--- src/rtl/tempo_io_frontend_pkg.sv ---
// Shared types and constants for the tempo I/O front end: segment
// encodings, the largest displayable tempo and the BCD digit type.
package tempo_pkg;

    // Every segment dark, in active-low form.
    localparam logic [6:0] SEG_OFF = 7'b1111111;

    // Largest tempo that fits on four decimal digits; above this the
    // display saturates at 9999 and raises ovf.
    localparam logic [13:0] BCD_MAX = 14'd9999;

    // Saturated display value used when the tempo is out of range.
    localparam logic [15:0] BCD_SAT = 16'h9999;

    // One packed BCD digit.
    typedef logic [3:0] bcd_digit_t;

    // Active-low segment patterns, bit0 = a ... bit6 = g.
    // Codes A..F never come out of the BCD path but stay decodable so the
    // decoder can be reused for hex displays.
    localparam logic [6:0] SEG_LUT [16] = '{
        7'b1000000,  // 0
        7'b1111001,  // 1
        7'b0100100,  // 2
        7'b0110000,  // 3
        7'b0011001,  // 4
        7'b0010010,  // 5
        7'b0000010,  // 6
        7'b1111000,  // 7
        7'b0000000,  // 8
        7'b0010000,  // 9
        7'b0001000,  // A
        7'b0000011,  // b
        7'b1000110,  // C
        7'b0100001,  // d
        7'b0000110,  // E
        7'b0001110   // F
    };

endpackage

--- src/rtl/tempo_io_frontend_if.sv ---
// Bundle of the tempo front-end signals shared between the key/hold
// logic, the BPM counter and the board displays.
//
// Signalling: there is no valid/ready handshake on this bundle. in, tempo
// and enable are levels sampled on every rising clock edge; press is a
// registered single-cycle strobe and bcd/ovf/HEXn are registered levels
// that always describe the tempo sampled on the previous edge.
interface tempo_io_frontend_if;
    import tempo_pkg::*;

    logic        in;
    logic [13:0] tempo;
    logic        enable;
    logic        press;
    logic [15:0] bcd;
    logic        ovf;
    logic [6:0]  HEX0;
    logic [6:0]  HEX1;
    logic [6:0]  HEX2;
    logic [6:0]  HEX3;

    // Side that drives the key level and tempo, and consumes the results.
    modport master (
        output in, tempo, enable,
        input  press, bcd, ovf, HEX0, HEX1, HEX2, HEX3
    );

    // The front end itself.
    modport slave (
        input  in, tempo, enable,
        output press, bcd, ovf, HEX0, HEX1, HEX2, HEX3
    );

endinterface

--- src/rtl/tempo_io_frontend_seven_segment.sv ---
// Combinational seven-segment decoder for one digit, active-low output.
// A disabled digit is driven fully dark.
module seven_segment
    import tempo_pkg::*;
(
    input  bcd_digit_t digit,
    input  logic       enable,
    output logic [6:0] seg
);

    // Table lookup, forced dark when the digit is not shown.
    always_comb begin
        seg = SEG_OFF;
        if (enable) begin
            seg = SEG_LUT[digit];
        end
    end

endmodule

--- src/rtl/tempo_io_frontend.sv ---
// Tempo I/O front end: turns the held key level into a single press
// strobe and turns the binary tempo into packed BCD plus four
// seven-segment patterns, all registered with one cycle of latency.
module tempo_io_frontend
    import tempo_pkg::*;
#(
    parameter bit SEG_ACTIVE_LOW = 1'b1,
    parameter bit LEADING_BLANK  = 1'b0
) (
    input logic                 clock,
    input logic                 reset,
    tempo_io_frontend_if.slave  bus
);

    // Pattern that leaves a digit dark in the configured polarity.
    localparam logic [6:0] HEX_OFF = SEG_ACTIVE_LOW ? SEG_OFF : ~SEG_OFF;

    // Key history; resets high so a key held through reset is ignored
    // until it has been released once.
    logic prev;

    // Double-dabble scratch: 16 BCD bits above the 14 binary bits.
    logic [29:0] dd_shift;
    logic [15:0] bcd_next;
    logic        ovf_next;

    bcd_digit_t  dig [4];
    logic [3:1]  lead_zero;
    logic [3:0]  dig_en;
    logic [6:0]  seg_raw [4];
    logic [6:0]  seg_next [4];

    // Rising-edge detect on the key level, registered press strobe.
    always_ff @(posedge clock or negedge reset) begin
        if (!reset) begin
            prev      <= 1'b1;
            bus.press <= 1'b0;
        end else begin
            prev      <= bus.in;
            bus.press <= bus.in & ~prev;
        end
    end

    // Binary to BCD by shift-and-add-3, saturating above four digits.
    // Out-of-range tempos overflow the scratch but are replaced by 9999.
    always_comb begin
        dd_shift = {16'd0, bus.tempo};
        for (int i = 0; i < 14; i++) begin
            for (int d = 0; d < 4; d++) begin
                if (dd_shift[14 + 4*d +: 4] >= 4'd5) begin
                    dd_shift[14 + 4*d +: 4] = dd_shift[14 + 4*d +: 4] + 4'd3;
                end
            end
            dd_shift = dd_shift << 1;
        end
        ovf_next = (bus.tempo > BCD_MAX);
        bcd_next = ovf_next ? BCD_SAT : dd_shift[29:14];
    end

    // Split into digits and decide which ones are lit.
    always_comb begin
        for (int n = 0; n < 4; n++) begin
            dig[n] = bcd_next[4*n +: 4];
        end
        lead_zero[3] = (dig[3] == 4'd0);
        lead_zero[2] = lead_zero[3] && (dig[2] == 4'd0);
        lead_zero[1] = lead_zero[2] && (dig[1] == 4'd0);
        dig_en[0]    = bus.enable;
        for (int n = 1; n < 4; n++) begin
            dig_en[n] = bus.enable && !(LEADING_BLANK && lead_zero[n]);
        end
    end

    // One decoder per display; polarity applied after decoding.
    for (genvar g = 0; g < 4; g++) begin : g_seg
        seven_segment u_seg (
            .digit  (dig[g]),
            .enable (dig_en[g]),
            .seg    (seg_raw[g])
        );
        assign seg_next[g] = SEG_ACTIVE_LOW ? seg_raw[g] : ~seg_raw[g];
    end

    // Display registers: bcd, ovf and HEXn capture the same tempo sample.
    always_ff @(posedge clock or negedge reset) begin
        if (!reset) begin
            bus.bcd  <= 16'h0000;
            bus.ovf  <= 1'b0;
            bus.HEX0 <= HEX_OFF;
            bus.HEX1 <= HEX_OFF;
            bus.HEX2 <= HEX_OFF;
            bus.HEX3 <= HEX_OFF;
        end else begin
            bus.bcd  <= bcd_next;
            bus.ovf  <= ovf_next;
            bus.HEX0 <= seg_next[0];
            bus.HEX1 <= seg_next[1];
            bus.HEX2 <= seg_next[2];
            bus.HEX3 <= seg_next[3];
        end
    end

endmodule

--- src/flat_wrapper.sv ---
// flat-port wrapper written by rule: the top's interface ports become plain ports
module tempo_io_frontend_flat import tempo_pkg::*;
#(
    parameter bit SEG_ACTIVE_LOW = 1'b1,
    parameter bit LEADING_BLANK  = 1'b0
)
  (clock, reset, bus_in, bus_tempo, bus_enable, bus_press, bus_bcd, bus_ovf, bus_HEX0, bus_HEX1, bus_HEX2, bus_HEX3);
  tempo_io_frontend_if bus_i ();
  input logic clock;
  input logic reset;
  input wire logic [$bits(bus_i.in)-1:0] bus_in;
  input wire logic [$bits(bus_i.tempo)-1:0] bus_tempo;
  input wire logic [$bits(bus_i.enable)-1:0] bus_enable;
  output wire logic [$bits(bus_i.press)-1:0] bus_press;
  output wire logic [$bits(bus_i.bcd)-1:0] bus_bcd;
  output wire logic [$bits(bus_i.ovf)-1:0] bus_ovf;
  output wire logic [$bits(bus_i.HEX0)-1:0] bus_HEX0;
  output wire logic [$bits(bus_i.HEX1)-1:0] bus_HEX1;
  output wire logic [$bits(bus_i.HEX2)-1:0] bus_HEX2;
  output wire logic [$bits(bus_i.HEX3)-1:0] bus_HEX3;
  assign bus_i.in = bus_in;
  assign bus_i.tempo = bus_tempo;
  assign bus_i.enable = bus_enable;
  assign bus_press = bus_i.press;
  assign bus_bcd = bus_i.bcd;
  assign bus_ovf = bus_i.ovf;
  assign bus_HEX0 = bus_i.HEX0;
  assign bus_HEX1 = bus_i.HEX1;
  assign bus_HEX2 = bus_i.HEX2;
  assign bus_HEX3 = bus_i.HEX3;
  tempo_io_frontend #(.SEG_ACTIVE_LOW(SEG_ACTIVE_LOW), .LEADING_BLANK(LEADING_BLANK)) u_core (.clock(clock), .reset(reset), .bus(bus_i));
endmodule
--- config.mk ---
export PLATFORM = sky130hd
export DESIGN_NAME = tempo_io_frontend_flat
export DESIGN_NICKNAME = d
export VERILOG_FILES = /design/src/rtl/tempo_io_frontend_pkg.sv /design/src/rtl/tempo_io_frontend_if.sv /design/src/rtl/tempo_io_frontend_seven_segment.sv /design/src/rtl/tempo_io_frontend.sv /design/src/flat_wrapper.sv
export SDC_FILE = /design/constraint.sdc
export NUM_CORES = 1
export LEC_CHECK = 0
export ABC_AREA = 1
export BUFFER_PORTS_ARGS = -buffer_cell sky130_fd_sc_hd__buf_2
export CORE_MARGIN = 2
export CORE_UTILIZATION = 58
export DETAILED_ROUTE_END_ITERATION = 12
export PLACE_DENSITY = 0.8
export SLEW_MARGIN = 20
export SYNTH_ARGS = -nofsm -noshare
export SYNTH_HDL_FRONTEND = slang
export SYNTH_SLANG_ARGS = --single-unit
--- constraint.sdc ---
create_clock -name clock -period 0.8 [get_ports clock]
set_input_delay 0.16 -clock clock [delete_from_list [all_inputs] [get_ports clock]]
set_output_delay 0.16 -clock clock [all_outputs]
set_load 0.005 [all_outputs]
==> summary.txt, run 1 <==
Synthesis
  – Compound-Gate Fraction of Synth Area: 6.344%
  – Synth cell types: 41
  – Net count after synthesis: 827
  – Cells after synthesis: 760
  – Synth Flop Type: dfstp_2
  – FF+latch count, synth: 47
  – Asr flop ratio synth: 100.0%
  – Largest family of logic cells by synthesized area: simple AND/OR/NAND/NOR gates
  – Mux contribution to synthesized area: 0%
  – Ys Warns: 0
  – Post-synth EDFFs: 0
  – Post-Synth Adder-Cell Area: 11.47%
  – Mapped cell area: 5345 µm²
  – Sequential area share after synthesis: 22.68%
  – Post-Synth Simple-Gate Area: 47.19%
  – Post-synthesis xor/xnor area fraction: 2.388%
  – Syn_area_per_cell: 7.033 µm²

Outcome
  – Last stage reached: clock tree synthesis
  – Run Error: [ERROR DPL-0033] detailed placement checks failed during check placement.
  – Status: stopped before the end

Clock network
  – Setup Fix Bufs, Post-CTS: 58
  – Hold Buf Count CTS: 2
  – Clock Sinks: 47
  – Max Root-Sink Buffers: 2
  – Root Driver: clkbuf_8
  – CTS Buf Count: 5
  – Post-CTS Resized: 121
  – CTS H-tree depth: 2

Placed design
  – Hpwl dp: 11460 µm
  – Buffers added on ports: 63
  – Dpl cells: 1119
  – Gpl congestion: 0.8779

Floorplan
  – Chip Width: 100 µm
  – Die span in y: 100 µm
  – IO Count: 64
  – Site Rows: 35
  – Starting Density: 58.68%
## stage by stage
stage / hold slack, ns / TNS (ns) / util, % / setup slack (ns) / area (µm²)
3_5_place_dp: 0.1515 / -279.32 / 85.89 / -6.975 / 7824
3_3_place_gp: 0.1470 / -261.80 / 85.89 / -6.436 / 7824
2_1_floorplan: -0.1356 / -240.41 / - / -6.202 / 5954
## cells by family after synthesis
family                   after synthesis
AND/OR/NAND/NOR                      473
adder cells (fa/ha/maj)               49
AO/OA/AOI/OAI                         43
XOR/XNOR                              12
buffers and inverters                136
flip-flops                            47
## synth_stat cells (2+ instances only)
cell | instances | area, µm²
a21oi_4 | 3 | 48.80
o21ai_2 | 6 | 52.55
inv_2 | 26 | 97.59
o21ai_4 | 3 | 48.80
and2_1 | 2 | 12.51
nor2_2 | 2 | 12.51
nand3_4 | 5 | 87.58
nand4_1 | 26 | 162.7
o21ai_1 | 6 | 30.03
or2_2 | 2 | 12.51
nand3_2 | 19 | 190.2
nand2_2 | 51 | 319.1
xor2_2 | 3 | 48.80
xor2_1 | 9 | 78.83
nand3_1 | 108 | 540.5
ha_1 | 49 | 613.1
nor3_1 | 2 | 10.01
dfrtp_1 | 18 | 450.4
nand2_4 | 26 | 292.8
clkbuf_1 | 2 | 7.510
a21oi_1 | 4 | 20.02
o211ai_1 | 6 | 45.04
o22ai_1 | 2 | 12.51
inv_1 | 103 | 386.6
nand3b_1 | 3 | 22.52
dfstp_2 | 29 | 762.0
nor2_1 | 13 | 48.80
o21ai_0 | 7 | 35.03
nand2_1 | 213 | 799.5
==> run 2, diff against run 1 <==
--- a/config.mk
+++ b/config.mk
@@ -8,9 +8,9 @@
 export ABC_AREA = 1
 export BUFFER_PORTS_ARGS = -buffer_cell sky130_fd_sc_hd__buf_2
 export CORE_MARGIN = 2
-export CORE_UTILIZATION = 58
+export CORE_UTILIZATION = 40
 export DETAILED_ROUTE_END_ITERATION = 12
-export PLACE_DENSITY = 0.8
+export PLACE_DENSITY_LB_ADDON = 0.15
 export SLEW_MARGIN = 20
 export SYNTH_ARGS = -nofsm -noshare
 export SYNTH_HDL_FRONTEND = slang
==> summary.txt, run 2 <==
Outcome
  – Status: finished, violations left (was stopped before the end)
  – Failing checks: setup timing

STA
  – Final Hold Viols: 0
  – Setup TNS Final: -268.73 ns
  – Fmax: 0.1389 GHz
  – Slew margin rel.: 79.53%
  – Final setup viols: 91
  – Minimum clock period: 7.201 ns
  – Max-slew violation count: 0
  – Unrepaired setup endpoints after global routing: yes
  – Final worst slack: -6.401 ns
  – Setup Skew: 0.0003771 ns
  – Worst-margin pin slew: 0.3071 ns
  – Share of the clock period used by the worst path: 900.1%

Synthesis
  – Ys Warns: 0 (unchanged)
  – Syn_area_per_cell: 7.033 µm² (unchanged)
  – FF+latch count, synth: 47 (unchanged)
  – Share of the synthesized area in the top cell type: 14.96% (unchanged)
  – Top cells by area, synth: nand2_1 15%, dfstp_2 14%, ha_1 11% (unchanged)
  – Post-synth EDFFs: 0 (unchanged)
  – Sequential area share after synthesis: 22.68% (unchanged)
  – Synth Flop Type: dfstp_2 (unchanged)
  – Synth cell types: 41 (unchanged)
  – Cell with the most instances after synthesis: nand2_1 (unchanged)
  – Net count after synthesis: 827 (unchanged)
  – Mapped cell area: 5345 µm² (unchanged)
  – Asr flop ratio synth: 100.0% (unchanged)
  – Synth area leader: nand2_1 (unchanged)
  – Cells after synthesis: 760 (unchanged)
  – Top post-synthesis cells by count: 213 x nand2_1, 108 x nand3_1, 103 x inv_1, 51 x nand2_2, 49 x ha_1 (unchanged)

Placed design
  – Placement Cell Area: 8008 µm² (was 7824 µm²)
  – Hpwl dp: 11340 µm (was 11460 µm)
  – Buffers added on ports: 63 (unchanged)
  – Place WS: -6.779 ns (was -6.975 ns)
  – Gpl congestion: 0.8713 (was 0.8779)

Global route
  – Largest net degree at the start of global routing: 36
  – GRT Residual Overflow: 0
  – Antenna violations before repair: 0
  – Vias in the first global route: 6445
  – Global Route Usage Sum: 22.36%
  – First-pass GRT wire length: 27200 µm

Worst setup path
  – Critical Path Most Common Cell: nand2_4
  – Critical Path End Type: flop
  – Worst path slowest cell: o211ai_1
  – Critical Setup Path Class: in -> reg
  – CP peak stage delay: 0.28 ns
  – CP arrival: 7.40 ns
  – Worst Setup Start Kind: input port
  – CP Data Required Time: 1.00 ns
  – Worst Path Max Fanout: 5
  – R2r worst-path depth: 1

Clock network
  – Clock transition at the registers of the reported paths: 0.07 ns
  – Root Driver: clkbuf_16 (was clkbuf_8)
  – CTS Buf Count: 5 (unchanged)
  – Max Root-Sink Buffers: 2 (unchanged)
  – CTS tree: yes
  – CTS H-tree depth: 2 (unchanged)
  – Clock Sinks: 47 (unchanged)
  – Worst-Skew Late Latency: 0.29 ns

Worst hold path
  – Min-delay worst type: in -> reg
  – Hold Path Cell Cnt: 4

Final layout
  – Commonest non-fill, non-tap cell in the layout: buf_4
  – Reg with most FFs: u_core.bus.bcd
  – Filler instances: 810
  – Layout cells sized above 1: 67.05%
  – Design area: 10310 µm²
  – Most frequent cells in the layout: 248 x buf_4, 145 x nand2_1, 73 x nand2_4, 71 x inv_1, 69 x nand3_1
  – Layout Nets: 1195
  – Diodes inserted: 0
  – Layout area overhead: 92.88%
  – Max reg flops: 16

Route
  – Via Count: 6526
  – WL met2: 10610 µm
  – Drt initial violations: 394
  – Total Wirelength: 19110 µm
  – Wl on met1: 7368 µm
  – Routed Antenna Nets: 0
  – Uppermost layer routed: met4
  – DR vias/cell: 5.001
  – Routed len/inst: 14.65 µm
  – Met3 wire length: 563 µm
  – Initial DRT Pass Iterations: 5
  – Post-route DRC: 0

Flow run
  – Maxcap violations: 0

Floorplan
  – Starting Density: 40.69% (was 58.68%)
  – Die span in y: 119.6 µm (was 100 µm)
  – Area of the die: 14300 µm²
  – IO Count: 64 (unchanged)
  – Core area: 13140 µm²
  – Site Rows: 42 (was 35)
  – Chip Width: 119.6 µm (was 100 µm)
run 2: cell counts after synthesis:
No cell type changed its count.
run 2: repair_timing:
action	4_1_cts	5_1_grt
resized for setup	149	145
endpoints found under the hold margin	20	0
pin swaps	120	100
hold buffers	2	0
buffers inserted	60	43
gates cloned	2	3
setup endpoints to repair	91	96
run 2: area by class of cell:
class | count | area, µm² | share of cell area (%)
timing repair inverter | 1 | 6.256 | 0.06068
multi-input combinational | 580 | 5210 | 50.53
inverter | 131 | 558.0 | 5.413
sequential | 47 | 1212 | 11.76
clock buffer | 6 | 138.9 | 1.347
clock inverter | 2 | 38.79 | 0.3762
tap | 176 | 220.2 | 2.136
timing repair buffer | 362 | 2925 | 28.37
run 2: path summary, 6_finish.rpt:
kind | from | end | slack [ns]
max | bus_tempo[11] | u_core.bus.HEX2[2] | -6.40
max in group asynchronous | reset | u_core.bus.HEX1[1] | 0.10
max reg2reg | u_core.prev | u_core.bus.press | 0.14
min in group asynchronous | reset | u_core.bus.bcd[13] | 0.26
min | bus_tempo[0] | u_core.bus.bcd[0] | 0.23
min reg2reg | u_core.prev | u_core.bus.press | 0.49
run 2: stage by stage:
stage / cells / hold WS [ns] / util (%)
after CTS: 1265 / 0.2325 / 71.13
after floorplan: 760 / -0.1356 / -
after global routing: 1305 / 0.2324 / 78.48
after global placement: 1196 / 0.006784 / 60.95
after detailed placement: 1196 / 0.009919 / 60.95
final: 1305 / 0.2321 / 78.48
run 2: logic make-up (layout without fill, tap and decap cells):
logic type	count (synthesis)	in the layout	synth area share, %
buffers and inverters	136	502	9.925
adders and majority gates	49	49	11.47
and+or+nand+nor	473	476	47.19
AOI/OAI and AO/OA	43	43	6.344
DFF	47	47	22.68
xor gates and xnor gates	12	12	2.388
run 2: worst max-delay path, delay by kind of cell:
kind | cells | cell delay (ns)
xor+xnor | 1 | 0.18
compound gates | 4 | 0.71
fa+ha+maj | 11 | 1.77
buf+inv | 17 | 1.17
simple gates | 38 | 3.41
run 2: layer usage:
metal,vias to the layer above,global-route usage (%)
met3,58,2.519
met1,3115,25.16
met2,172,44.00
li1,3181,-
met4,0,6.029
met5,-,0
Power of run 2 is left out: the tool's default activity adds up to more than one toggle a clock period on the data nets, which glitch-free logic cannot reach.
